## config.mk

```make
export PLATFORM = sky130hd
export DESIGN_NAME = chan_buf_arb
export DESIGN_NICKNAME = d
export VERILOG_FILES = /design/src/rtl/chan_buf_arb.sv
export SDC_FILE = /design/constraint.sdc
export NUM_CORES = 1
export LEC_CHECK = 0
export CORE_ASPECT_RATIO = 1.1
export CORE_UTILIZATION = 25
export DETAILED_ROUTE_END_ITERATION = 12
export SETUP_SLACK_MARGIN = 0.05
export SLEW_MARGIN = 0
export SYNTH_ARGS = -nofsm -noshare
export SYNTH_HDL_FRONTEND = slang
export SYNTH_SLANG_ARGS = --single-unit
```

## constraint.sdc

```tcl
create_clock -name clk -period 2 [get_ports clk]
set_input_delay 0.4 -clock clk [delete_from_list [all_inputs] [get_ports clk]]
set_output_delay 0.4 -clock clk [all_outputs]
set_load 0.02 [all_outputs]
```

## src/rtl/chan_buf_arb.sv

```systemverilog
// ---------------------------------------------------------------------------
// chan_buf_arb
//   Multi-channel buffered data path. Each of NCHAN producers pushes WIDTH-bit
//   words into its own DEPTH-entry FIFO. A round-robin arbiter drains the
//   FIFOs into one registered valid/ready output that is tagged with the
//   source channel.
//
// Optional feature macro: CHAN_BUF_LEVEL_EN
//   When defined, adds the 'level' output carrying each FIFO's occupancy.
//
// Ports
//   clk        in   1              clock, rising edge
//   rst_n      in   1              asynchronous active-low reset
//   en         in   1              allow loading new words into the output register
//   flush      in   1              synchronous clear of FIFOs, output valid and rr pointer
//   in_valid   in   NCHAN          per-channel push request
//   in_ready   out  NCHAN          per-channel FIFO not full
//   in_data    in   NCHAN*WIDTH    channel c at [c*WIDTH +: WIDTH]
//   out_valid  out  1              output word valid
//   out_ready  in   1              consumer accepts the output word
//   out_data   out  WIDTH          output word
//   out_chan   out  CW             source channel of out_data
//   level      out  NCHAN*(AW+1)   (CHAN_BUF_LEVEL_EN only) occupancy per channel
// ---------------------------------------------------------------------------
module chan_buf_arb #(
  parameter int               WIDTH    = 8,
  parameter int               DEPTH    = 4,
  parameter int               NCHAN    = 2,
  parameter logic [WIDTH-1:0] INIT_VAL = '1,
  localparam int              AW       = $clog2(DEPTH),
  localparam int              CW       = (NCHAN > 1) ? $clog2(NCHAN) : 1
) (
  input  logic                    clk,
  input  logic                    rst_n,
  input  logic                    en,
  input  logic                    flush,
  input  logic [NCHAN-1:0]        in_valid,
  output logic [NCHAN-1:0]        in_ready,
  input  logic [NCHAN*WIDTH-1:0]  in_data,
  output logic                    out_valid,
  input  logic                    out_ready,
  output logic [WIDTH-1:0]        out_data,
  output logic [CW-1:0]           out_chan
`ifdef CHAN_BUF_LEVEL_EN
  ,
  output logic [NCHAN*(AW+1)-1:0] level
`endif
);

  localparam logic [CW:0] NCHAN_W = (CW+1)'(NCHAN);

  logic [NCHAN-1:0]             empty;
  logic [NCHAN-1:0]             full;
  logic [NCHAN-1:0]             push;
  logic [NCHAN-1:0]             pop;
  logic [NCHAN-1:0][WIDTH-1:0]  head_data;

  logic [CW-1:0]                rr_ptr_reg;
  logic [CW-1:0]                rr_ptr_next;
  logic [CW-1:0]                grant;
  logic                         any_req;
  logic                         load;

  logic [2*NCHAN-1:0]           req2;
  logic [2*NCHAN-1:0]           rot_full;
  logic [NCHAN-1:0]             rot;
  logic [NCHAN-1:0]             scan;
  logic                         found;
  logic [CW-1:0]                ofs;
  logic [CW:0]                  sum;
  logic [CW:0]                  nxt;

  // -------------------------------------------------------------------------
  // Per-channel FIFOs
  // -------------------------------------------------------------------------
  genvar gi;
  generate
    for (gi = 0; gi < NCHAN; gi++) begin : g_chan
      logic [WIDTH-1:0] mem [DEPTH];
      logic [AW:0]      wr_ptr_reg;
      logic [AW:0]      rd_ptr_reg;

      assign empty[gi] = (wr_ptr_reg == rd_ptr_reg);
      assign full[gi]  = (wr_ptr_reg[AW] != rd_ptr_reg[AW]) &&
                         (wr_ptr_reg[AW-1:0] == rd_ptr_reg[AW-1:0]);

      // in_ready reflects stored state only; a pop in the same cycle does not
      // open a slot early.
      assign in_ready[gi] = ~full[gi];
      assign push[gi]     = in_valid[gi] & ~full[gi] & ~flush;
      assign pop[gi]      = load & (grant == CW'(gi));

      // Head is read combinationally; out_data is the registered stage.
      assign head_data[gi] = mem[rd_ptr_reg[AW-1:0]];

      always_ff @(posedge clk) begin
        if (push[gi]) begin
          mem[wr_ptr_reg[AW-1:0]] <= in_data[gi*WIDTH +: WIDTH];
        end
      end

      always_ff @(posedge clk or negedge rst_n) begin
        if (!rst_n) begin
          wr_ptr_reg <= '0;
          rd_ptr_reg <= '0;
        end else if (flush) begin
          wr_ptr_reg <= '0;
          rd_ptr_reg <= '0;
        end else begin
          if (push[gi]) wr_ptr_reg <= wr_ptr_reg + 1'b1;
          if (pop[gi])  rd_ptr_reg <= rd_ptr_reg + 1'b1;
        end
      end

`ifdef CHAN_BUF_LEVEL_EN
      // Pointer difference is the occupancy 0..DEPTH thanks to the extra MSB.
      assign level[gi*(AW+1) +: AW+1] = wr_ptr_reg - rd_ptr_reg;
`endif
    end
  endgenerate

  // -------------------------------------------------------------------------
  // Round-robin arbiter
  // Requests are rotated so that bit 0 corresponds to rr_ptr; the first set
  // bit gives the offset from rr_ptr to the granted channel.
  // -------------------------------------------------------------------------
  assign req2     = {~empty, ~empty};
  assign rot_full = req2 >> rr_ptr_reg;
  assign rot      = rot_full[NCHAN-1:0];
  assign any_req  = |(~empty);

  always_comb begin
    found = 1'b0;
    ofs   = '0;
    scan  = rot;
    for (int k = 0; k < NCHAN; k++) begin
      if (!found && scan[0]) begin
        found = 1'b1;
        ofs   = CW'(k);
      end
      scan = scan >> 1;
    end

    sum = {1'b0, rr_ptr_reg} + {1'b0, ofs};
    if (sum >= NCHAN_W) sum = sum - NCHAN_W;
    grant = sum[CW-1:0];

    nxt = {1'b0, grant} + 1'b1;
    if (nxt >= NCHAN_W) nxt = nxt - NCHAN_W;
    rr_ptr_next = nxt[CW-1:0];
  end

  // flush wins over any load in the same cycle.
  assign load = (!out_valid || out_ready) && en && any_req && !flush;

  // -------------------------------------------------------------------------
  // Output register
  // -------------------------------------------------------------------------
  always_ff @(posedge clk or negedge rst_n) begin
    if (!rst_n) begin
      out_valid  <= 1'b0;
      out_data   <= INIT_VAL;
      out_chan   <= '0;
      rr_ptr_reg <= '0;
    end else if (flush) begin
      out_valid  <= 1'b0;
      rr_ptr_reg <= '0;
    end else if (load) begin
      out_valid  <= 1'b1;
      out_data   <= head_data[grant];
      out_chan   <= grant;
      rr_ptr_reg <= rr_ptr_next;
    end else if (out_ready) begin
      // Word consumed with nothing to replace it; data/chan keep last value.
      out_valid  <= 1'b0;
    end
  end

endmodule

```

==> results of run 1 <==
## how the worst max path moves through the flow
| stage | slack (ps) | cells past startpoint | end | from |
|---|---|---|---|---|
| 2_1_floorplan | 280 | 5 | g_chan[1].mem[3][0] | g_chan[1].rd_ptr_reg[1] |
| 3_3_place_gp | 60 | 5 | g_chan[1].mem[3][0] | flush |
| 3_5_place_dp | 50 | 5 | g_chan[1].mem[0][2] | flush |
| 4_1_cts | 70 | 1 | out_data[6] | out_data[6] |
| 5_1_grt | 50 | 1 | out_data[0] | out_data[0] |
| 6_report | 90 | 1 | out_data[2] | out_data[2] |
## metal layers
metal  up-vias  track usage
met5         -            0
met4         0       0.0487
met3        14       0.0368
met2        35        0.163
met1       997        0.127
li1        995            -
## what timing repair did
action                                  CTS  global route
hold buffers                              0             0
endpoints found under the setup margin    2             1
resized for setup                         8             1
cloned                                    0             0
## logic make-up (layout without fill, tap and decap cells)
kind of cell / after synthesis / count (layout) / share of synthesized area
compound gates: 20 / 20 / 0.0591
xor+xnor: 14 / 14 / 0.0357
fa+ha+maj: 10 / 10 / 0.0325
buf+inv: 32 / 100 / 0.0402
flops: 87 / 87 / 0.650
mux: 24 / 24 / 0.116
simple gates: 43 / 43 / 0.0665
## through the flow
stage | hold slack (ps) | std cells | utilization | setup WS (ps)
CTS | 427 | 494 | 0.333 | 74.6
detailed placement | 511 | 478 | 0.312 | 48.9
global placement | 504 | 478 | 0.312 | 57.1
finish | 426 | 494 | 0.333 | 94.3
floorplan | 104 | 230 | - | 284
global route | 450 | 494 | 0.333 | 51.2
## synthesized netlist by cell type, types with 6 or more instances
| master | number |
|---|---|
| mux4_2 | 16 |
| ha_1 | 10 |
| inv_1 | 21 |
| edfxtp_1 | 64 |
| nand4_1 | 10 |
| dfrtp_1 | 15 |
| o221ai_2 | 8 |
| xor2_1 | 6 |
| and2_1 | 9 |
| dfstp_2 | 8 |
| nor2_1 | 10 |
| xnor2_1 | 6 |
## area by class of cell
type / instances / share of cell area
Clock buffer: 9 / 0.0450
Inverter: 21 / 0.0157
Sequential cell: 87 / 0.501
Tap cell: 196 / 0.0490
Clock inverter: 7 / 0.0192
Timing Repair Buffer: 63 / 0.132
Multi-Input combinational cell: 111 / 0.238
## power groups by stage
stage          Sequential, uW  Combinational [uW]  Clock, uW
6_report                 2270                1200       1780
3_3_place_gp             2300                1210          0
3_5_place_dp             2310                1220          0
4_1_cts                  2270                1230       1830
5_1_grt                  2290                1310       1900
2_1_floorplan            2390                 640          0
==> out/metrics.yaml, run 1 <==
status: "complete, no violations"
fp.dieH_um: 132
p_clk_frac: 0.340
clk_latency_ps: 340
ys_async_sr_fraction: 0.264
seq_area_frac_synth: 0.650
grt_remaining_overflow: 0
netlist_area_um2: 3850
grt_start_max_net_pins: 24
synth-edff-count: 64
drt.antenna.violating_nets: 0
die-area_um2: 15900
path_class: "flip-flop to output port"
dr.first_iter.drc_count: 93
yosysTopAreaCellShare: 0.499
synth_seq_cells: 87
grt_pass1_vias: 2302
p_comb_frac: 0.229
finalPower_uw: 5260
p_per_area_nw_per_um2: 1050
vias: 2041
final_cell_mix: "edfxtp_1 (64), clkdlybuf4s50_1 (31), inv_1 (21), buf_4 (20), mux4_2 (16)"
path_buf_inv: 1
row_count: 47
finalHoldViolCount: 0
top_layer_used: "met4"
fp.dieW_um: 120
dp_hpwl_um: 5210
slew_headroom: 0.765
path_cells: "clkdlybuf4s50_1"
synth_area_leaders: "edfxtp_1 (50%), dfrtp_1 (9.7%), mux4_2 (9.3%)"
syn-num-nets: 263
numCtsBuffers: 9
multi_input_area_um2: 1190
pin_count: 35
area_growth_pct: 29.9
yosysTopAreaCell: "edfxtp_1"
cts.sinks: 87
cp_slowest_stage_delay_ps: 600
path_max_fanout: 2
port_buffers: 34
wl_met3_um: 336
finalCriticalPeriod_ps: 1910
drt-total-wl_um: 7420
cts_max_level: 3
clk_pin_slew_ps: 60
diodes: 0
clock_skew_ps: 7.64
cap_violations: 0
power.internal_uw: 3850
cp_slowest_cell: "clkdlybuf4s50_1"
cts_buffer_depth: 2
synth_cell_types: 33
hold_class: "input port to async pin"
yosysWarnings: 0
slew_violations: 0
final_area_um2: 5010
r2r-end: "g_chan[1].mem[0][6]"
r2r_cells: 6
synthCells: 230
viasPerCell: 4.13
drc_errors: 0
wl_met1_um: 3400
power.switching_uw: 1400
antenna_found_initial: 0
grt_pass1_wl_um: 12100
crit_path_start_kind: "flip-flop"
crit_arrival_ps: 1510
route.met2.wl_um: 3500
cts_tree: "done"
final_common_cell: "edfxtp_1"
cp-end-kind: "output port"
avgSynthCellArea_um2: 16.8
fillCellCount: 1469
grtUsageTotal: 0.104
post_cts_buffers: 0
rsz0062_at_grt: "false"
initial_core_util: 0.256
synth_flop_cell: "edfxtp_1"
final.period_utilization: 0.953
cts-root-buf: "clkbuf_16"
gp_congestion: 0.732
critPathTopFamily: "buffers and inverters"
p_leak_uw: 0.00182
largest_reg_flops: 64
worstMarginPinSlew_ps: 351
wire_per_inst_um: 15.0
fin_tns_setup_ps: 0
area.sequential_um2: 2510
p_sw_frac: 0.267
drtPass1Iterations: 4
required_ps: 1600
ff2ff_setup_slack_ps: 200
power_frac_seq: 0.431
drive_gt1_frac: 0.289
ir_drop_v: 0.000537
timing.final.setup_violations: 0
core_um2: 15100
clock.fmax_mhz: 525
dpl-instance-area_um2: 4690
r2r_start: "g_chan[1].wr_ptr_reg[2]"
nets: 326
No activity file was read; power rests on OpenSTA's default activity.
==> run 2: changes to the inputs <==
--- a/config.mk
+++ b/config.mk
@@ -8,6 +8,7 @@
 export CORE_ASPECT_RATIO = 1.1
 export CORE_UTILIZATION = 25
 export DETAILED_ROUTE_END_ITERATION = 12
+export PLACE_DENSITY = 0.44
 export SETUP_SLACK_MARGIN = 0.05
 export SLEW_MARGIN = 0
 export SYNTH_ARGS = -nofsm -noshare
==> run 2 against run 1 <==
Hold slack better by 2.8 ps. Critical endpoint unchanged. First-iteration DRC count fell by 38%. Via count up 1.2%. Non-clock buffer count stayed put. Final area fell by 0.27%. Global-route usage decreased by 0.12 points. Critical path depth unchanged. Clock-buffer cell count unchanged. Die area is the same. Worst setup slack better by 7.4 ps. Clock power about the same. Sequential cell count unchanged.
==> out/metrics.yaml, run 2 (synthesis results as in run 1) <==
fin_tns_setup_ps: 0
hold_buffers: 0
ir_drop_v: 0.000440
path_class: "flip-flop to output port"
row_count: 47
cts-root-buf: "clkbuf_16"
path_cells: "clkdlybuf4s50_1"
drt-total-wl_um: 7540
p_per_area_nw_per_um2: 1050
cp_slowest_cell: "clkdlybuf4s50_1"
cap_violations: 0
port_buffers: 34
clock_skew_ps: 9.50
clk_latency_ps: 350
timing.final.setup_violations: 0
core_um2: 15100
slew_violations: 0
final_common_cell: "edfxtp_1"
numCtsBuffers: 9
cts_buffer_depth: 2
final_area_um2: 4990
cp-end-kind: "output port"
fp.dieW_um: 120
cts_tree: "done"
grt_use_met3: 0.0316
crit_path_start_kind: "flip-flop"
critPathTopFamily: "buffers and inverters"
status: "complete, no violations"
grt_remaining_overflow: 0
cts_max_level: 3
gr-usage-met1: 0.122
grt_pass1_vias: 2172
path_max_fanout: 2
final.period_utilization: 0.949
hold_class: "input port to async pin"
wire_per_inst_um: 15.3
dpl-instance-area_um2: 4690
nets: 326
finalCriticalPeriod_ps: 1900
p_leak_uw: 0.00181
initial_core_util: 0.256
grt_start_max_net_pins: 24
clock.fmax_mhz: 527
rsz0062_at_grt: "false"
drt.antenna.violating_nets: 0
dr.first_iter.drc_count: 58
fp.dieH_um: 132
antenna_found_initial: 0
drc_errors: 0
path_buf_inv: 1
worstMarginPinSlew_ps: 363
gp_congestion: 0.648
vias: 2065
grt_pass1_wl_um: 11900
pin_count: 35
clk_pin_slew_ps: 70
fillCellCount: 1518
viasPerCell: 4.18
slew_headroom: 0.757
die-area_um2: 15900
area_growth_pct: 29.6
crit_arrival_ps: 1500
largest_reg_flops: 64
dp_hpwl_um: 5480
cts.sinks: 87
drive_gt1_frac: 0.289
finalHoldViolCount: 0
diodes: 0
grtUsageTotal: 0.103
final_cell_mix: "edfxtp_1 (64), clkdlybuf4s50_1 (32), inv_1 (21), buf_4 (20), mux4_2 (16)"
cp_slowest_stage_delay_ps: 600
drtPass1Iterations: 4
use_met2: 0.170
top_usage_layer: "met2"
required_ps: 1600
-- run 2: cell types whose count changed in the layout (fill, tap and decap cells not counted), sizes merged --
cell | before | now
clkdlybuf4s50 | 31 | 32
dlymetal6s2s | 1 | 0
clkinvlp | 3 | 1
bufinv | 2 | 1
inv | 22 | 25
-- run 2: final cells by class --
cell class / instances / area, um2 / share of cell area
clock buffers: 9 / 225 / 0.0451
flip-flops and latches: 87 / 2510 / 0.502
repair buffers: 63 / 661 / 0.132
well taps: 196 / 245 / 0.0491
clock inverters: 7 / 85.1 / 0.0170
multi-input cells: 111 / 1190 / 0.239
inverters: 21 / 78.8 / 0.0158
-- run 2: path summary, 6_finish.rpt --
check	from	cells past startpoint	endpoint	slack (ps)
setup / recovery	out_data[2]	1	out_data[2]	100
min in group clk	out_chan	1	out_chan	500
hold reg to reg	out_chan	1	out_chan	500
max in group asynchronous	rst_n	2	out_data[4]	1270
hold / removal	rst_n	2	g_chan[0].rd_ptr_reg[2]	430
setup reg to reg	g_chan[1].wr_ptr_reg[2]	6	g_chan[1].mem[1][6]	270
-- run 2: layer usage --
| layer | vias to the layer above | routed length [um] | share of wire |
|---|---|---|---|
| li1 | 997 | - | - |
| met1 | 1036 | 3300 | 0.44 |
| met2 | 26 | 3930 | 0.52 |
| met3 | 6 | 204 | 0.027 |
| met4 | 0 | 109 | 0.014 |
| met5 | - | 0 | 0 |
-- run 2: power breakdown --
group          leakage (uW)  internal, uW  switching [uW]
sequential         0.000866          2160            94.4
combinational      0.000794           611             612
clock              0.000152           997             753
total               0.00181          3760            1460
-- run 2: what timing repair did --
action                                  in CTS  in global routing
endpoints found under the setup margin       2                  0
buffers inserted                             0                  0
resized for setup                            8                  0
-- run 2: through the flow --
step,utilization,hold slack [ps],worst slack (ps),power [uW],std cells
6_report,0.332,429,102,5220,494
5_1_grt,0.332,467,59.2,5460,494
4_1_cts,0.332,438,77.4,5310,494
3_5_place_dp,0.312,500,107,3540,478
3_3_place_gp,0.312,486,113,3530,478
2_1_floorplan,-,104,284,3030,230
-- run 2: worst reg2reg max path, cell delays in order, from the launching register on --
cell and delay [ps]:
dfrtp_1 410, xnor2_2 150, buf_4 160, o31ai_4 310, nor2_1 120, and2_1 200
buf_12 150
==> run 3: changes to the inputs <==
--- a/config.mk
+++ b/config.mk
@@ -7,8 +7,11 @@
 export LEC_CHECK = 0
 export CORE_ASPECT_RATIO = 1.1
 export CORE_UTILIZATION = 25
+export CTS_CLUSTER_SIZE = 24
 export DETAILED_ROUTE_END_ITERATION = 12
 export PLACE_DENSITY = 0.44
+export RECOVER_POWER = 50
+export REMOVE_ABC_BUFFERS = 1
 export SETUP_SLACK_MARGIN = 0.05
 export SLEW_MARGIN = 0
 export SYNTH_ARGS = -nofsm -noshare
==> run 3 against run 2 <==
Global-route usage barely moved. Utilization about the same. Sequential share of layout area is essentially flat. Via count rose by 0.19%. Power increased by 0.36%. Die area stayed put. Final area barely moved. Sequential power is essentially flat. Clock skew fell by 3.9 ps. Critical path type unchanged. Largest power group unchanged.
==> out/metrics.yaml, run 3 (synthesis results as in run 1) <==
p_comb_frac: 0.228
grt_remaining_overflow: 0
cts-root-buf: "clkbuf_16"
dp_cells: 478
drive_gt1_frac: 0.275
gp_congestion: 0.646
timing.final.setup_violations: 0
row_count: 47
critPathTopFamily: "buffers and inverters"
grt_pass1_vias: 2286
final.period_utilization: 0.942
post_cts_buffers: 0
initial_core_util: 0.256
fp.dieW_um: 120
antenna_found_initial: 0
cts_buffer_depth: 2
dr.first_iter.drc_count: 90
clk_pin_slew_ps: 70
die-area_um2: 15900
whs_ps: 512
grt_pass1_wl_um: 12100
finalHoldViolCount: 0
slew_violations: 0
drtPass1Iterations: 4
port_buffers: 34
final_cell_count_no_fill: 494
viasPerCell: 4.19
dpl-instance-area_um2: 4690
drc_errors: 0
drt.antenna.violating_nets: 0
finalCriticalPeriod_ps: 1880
crit_path_start_kind: "flip-flop"
cp-end-kind: "output port"
numCtsBuffers: 9
power_frac_seq: 0.430
clk_latency_ps: 330
fp.dieH_um: 132
largest_reg_flops: 64
crit_arrival_ps: 1480
drt-total-wl_um: 7510
clock_skew_ps: 5.64
fillCellCount: 1490
vias: 2069
area.sequential_um2: 2510
core_um2: 15100
required_ps: 1600
fin_tns_setup_ps: 0
ir_drop_v: 0.000395
p_leak_uw: 0.00181
rsz0062_at_grt: "false"
cp_slowest_stage_delay_ps: 600
multi_input_area_um2: 1180
final_area_um2: 4990
cap_violations: 0
cp_slowest_cell: "clkdlybuf4s50_1"
grt_start_max_net_pins: 24
power.switching_uw: 1380
pin_count: 35
diodes: 0
area_growth_pct: 29.5
dp_hpwl_um: 5580
clock.fmax_mhz: 531
hold_class: "flip-flop to flip-flop"
p_clk_frac: 0.342
cts_tree: "done"
path_cells: "clkdlybuf4s50_1"
path_class: "flip-flop to output port"
final_cell_mix: "edfxtp_1 (64), inv_1 (21), buf_4 (19), dlygate4sd3_1 (17), mux4_2 (16)"
wire_per_inst_um: 15.2
p_per_area_nw_per_um2: 1050
worstMarginPinSlew_ps: 1320
slew_headroom: 0.121
p_sw_frac: 0.264
grtUsageTotal: 0.103
nets: 326
cts_max_level: 3
path_max_fanout: 2
path_buf_inv: 1
power.internal_uw: 3860
cts.sinks: 87
hold_buffers: 0
status: "complete, no violations"
final_common_cell: "edfxtp_1"
[run 3: cell count changes in the layout (fill, tap and decap cells not counted), moves of 2 or more]
cell / previous run / this run
clkdlybuf4s50_1: 32 / 15
dlygate4sd3_1: 0 / 17
o311ai_0: 0 / 2
inv_8: 3 / 1
o311ai_1: 2 / 0
clkbuf_1: 0 / 2
[run 3: timing repair]
| action | CTS | global route |
|---|---|---|
| resized for setup | 6 | 2 |
| cloned | 0 | 0 |
| hold endpoints to repair | 0 | 0 |
| setup endpoints to repair | 2 | 2 |
[run 3: power groups by stage]
stage	logic (uW)	clock network, uW	registers (uW)
finish	1200	1790	2260
global route	1310	1910	2280
CTS	1240	1850	2260
detailed placement	1240	0	2300
global placement	1230	0	2290
floorplan	541	0	2430
[run 3: worst paths after layout]
kind | startpoint | endpoint | slack [ps] | cells after the start
worst max register to register | g_chan[0].rd_ptr_reg[2] | g_chan[0].mem[1][2] | 190 | 6
max in group asynchronous | rst_n | g_chan[0].rd_ptr_reg[0] | 340 | 2
worst min register to register | out_chan | out_chan | 510 | 1
worst min-delay path | out_chan | out_chan | 510 | 1
worst max-delay path | out_data[6] | out_data[6] | 120 | 1
min in group asynchronous | rst_n | g_chan[1].wr_ptr_reg[0] | 880 | 2
[run 3: per-stage QoR]
| step | setup slack (ps) | total power [uW] | util |
|---|---|---|---|
| 2_1_floorplan | 133 | 2980 | - |
| 3_3_place_gp | 55.5 | 3520 | 0.312 |
| 3_5_place_dp | 61.8 | 3530 | 0.312 |
| 4_1_cts | 30.6 | 5350 | 0.333 |
| 5_1_grt | 36.6 | 5500 | 0.332 |
| 6_report | 115 | 5240 | 0.332 |
[run 3: worst register-to-register path, cell delays in order, from the launching register on]
cell and delay (ps):
dfrtp_1 410, xnor2_2 150, buf_4 150, o31ai_1 350
nor2_1 150, and2_1 220, buf_12 150
[run 3: cell type report]
| type | count | area share |
|---|---|---|
| clock inverters | 6 | 0.0188 |
| flip-flops and latches | 87 | 0.502 |
| clock buffers | 10 | 0.0459 |
| repair buffers | 63 | 0.132 |
| multi-input cells | 111 | 0.237 |
| well taps | 196 | 0.0491 |
| inverters | 21 | 0.0158 |
[run 3: per-layer routing]
layer  GRT usage  vias up  share of wire  routed length, um
li1            -      988              -                  -
met1       0.124     1038           0.46               3440
met2       0.174       34           0.49               3710
met3      0.0264        9          0.032                239
met4      0.0412        0          0.016                119
met5           0        -              0                  0
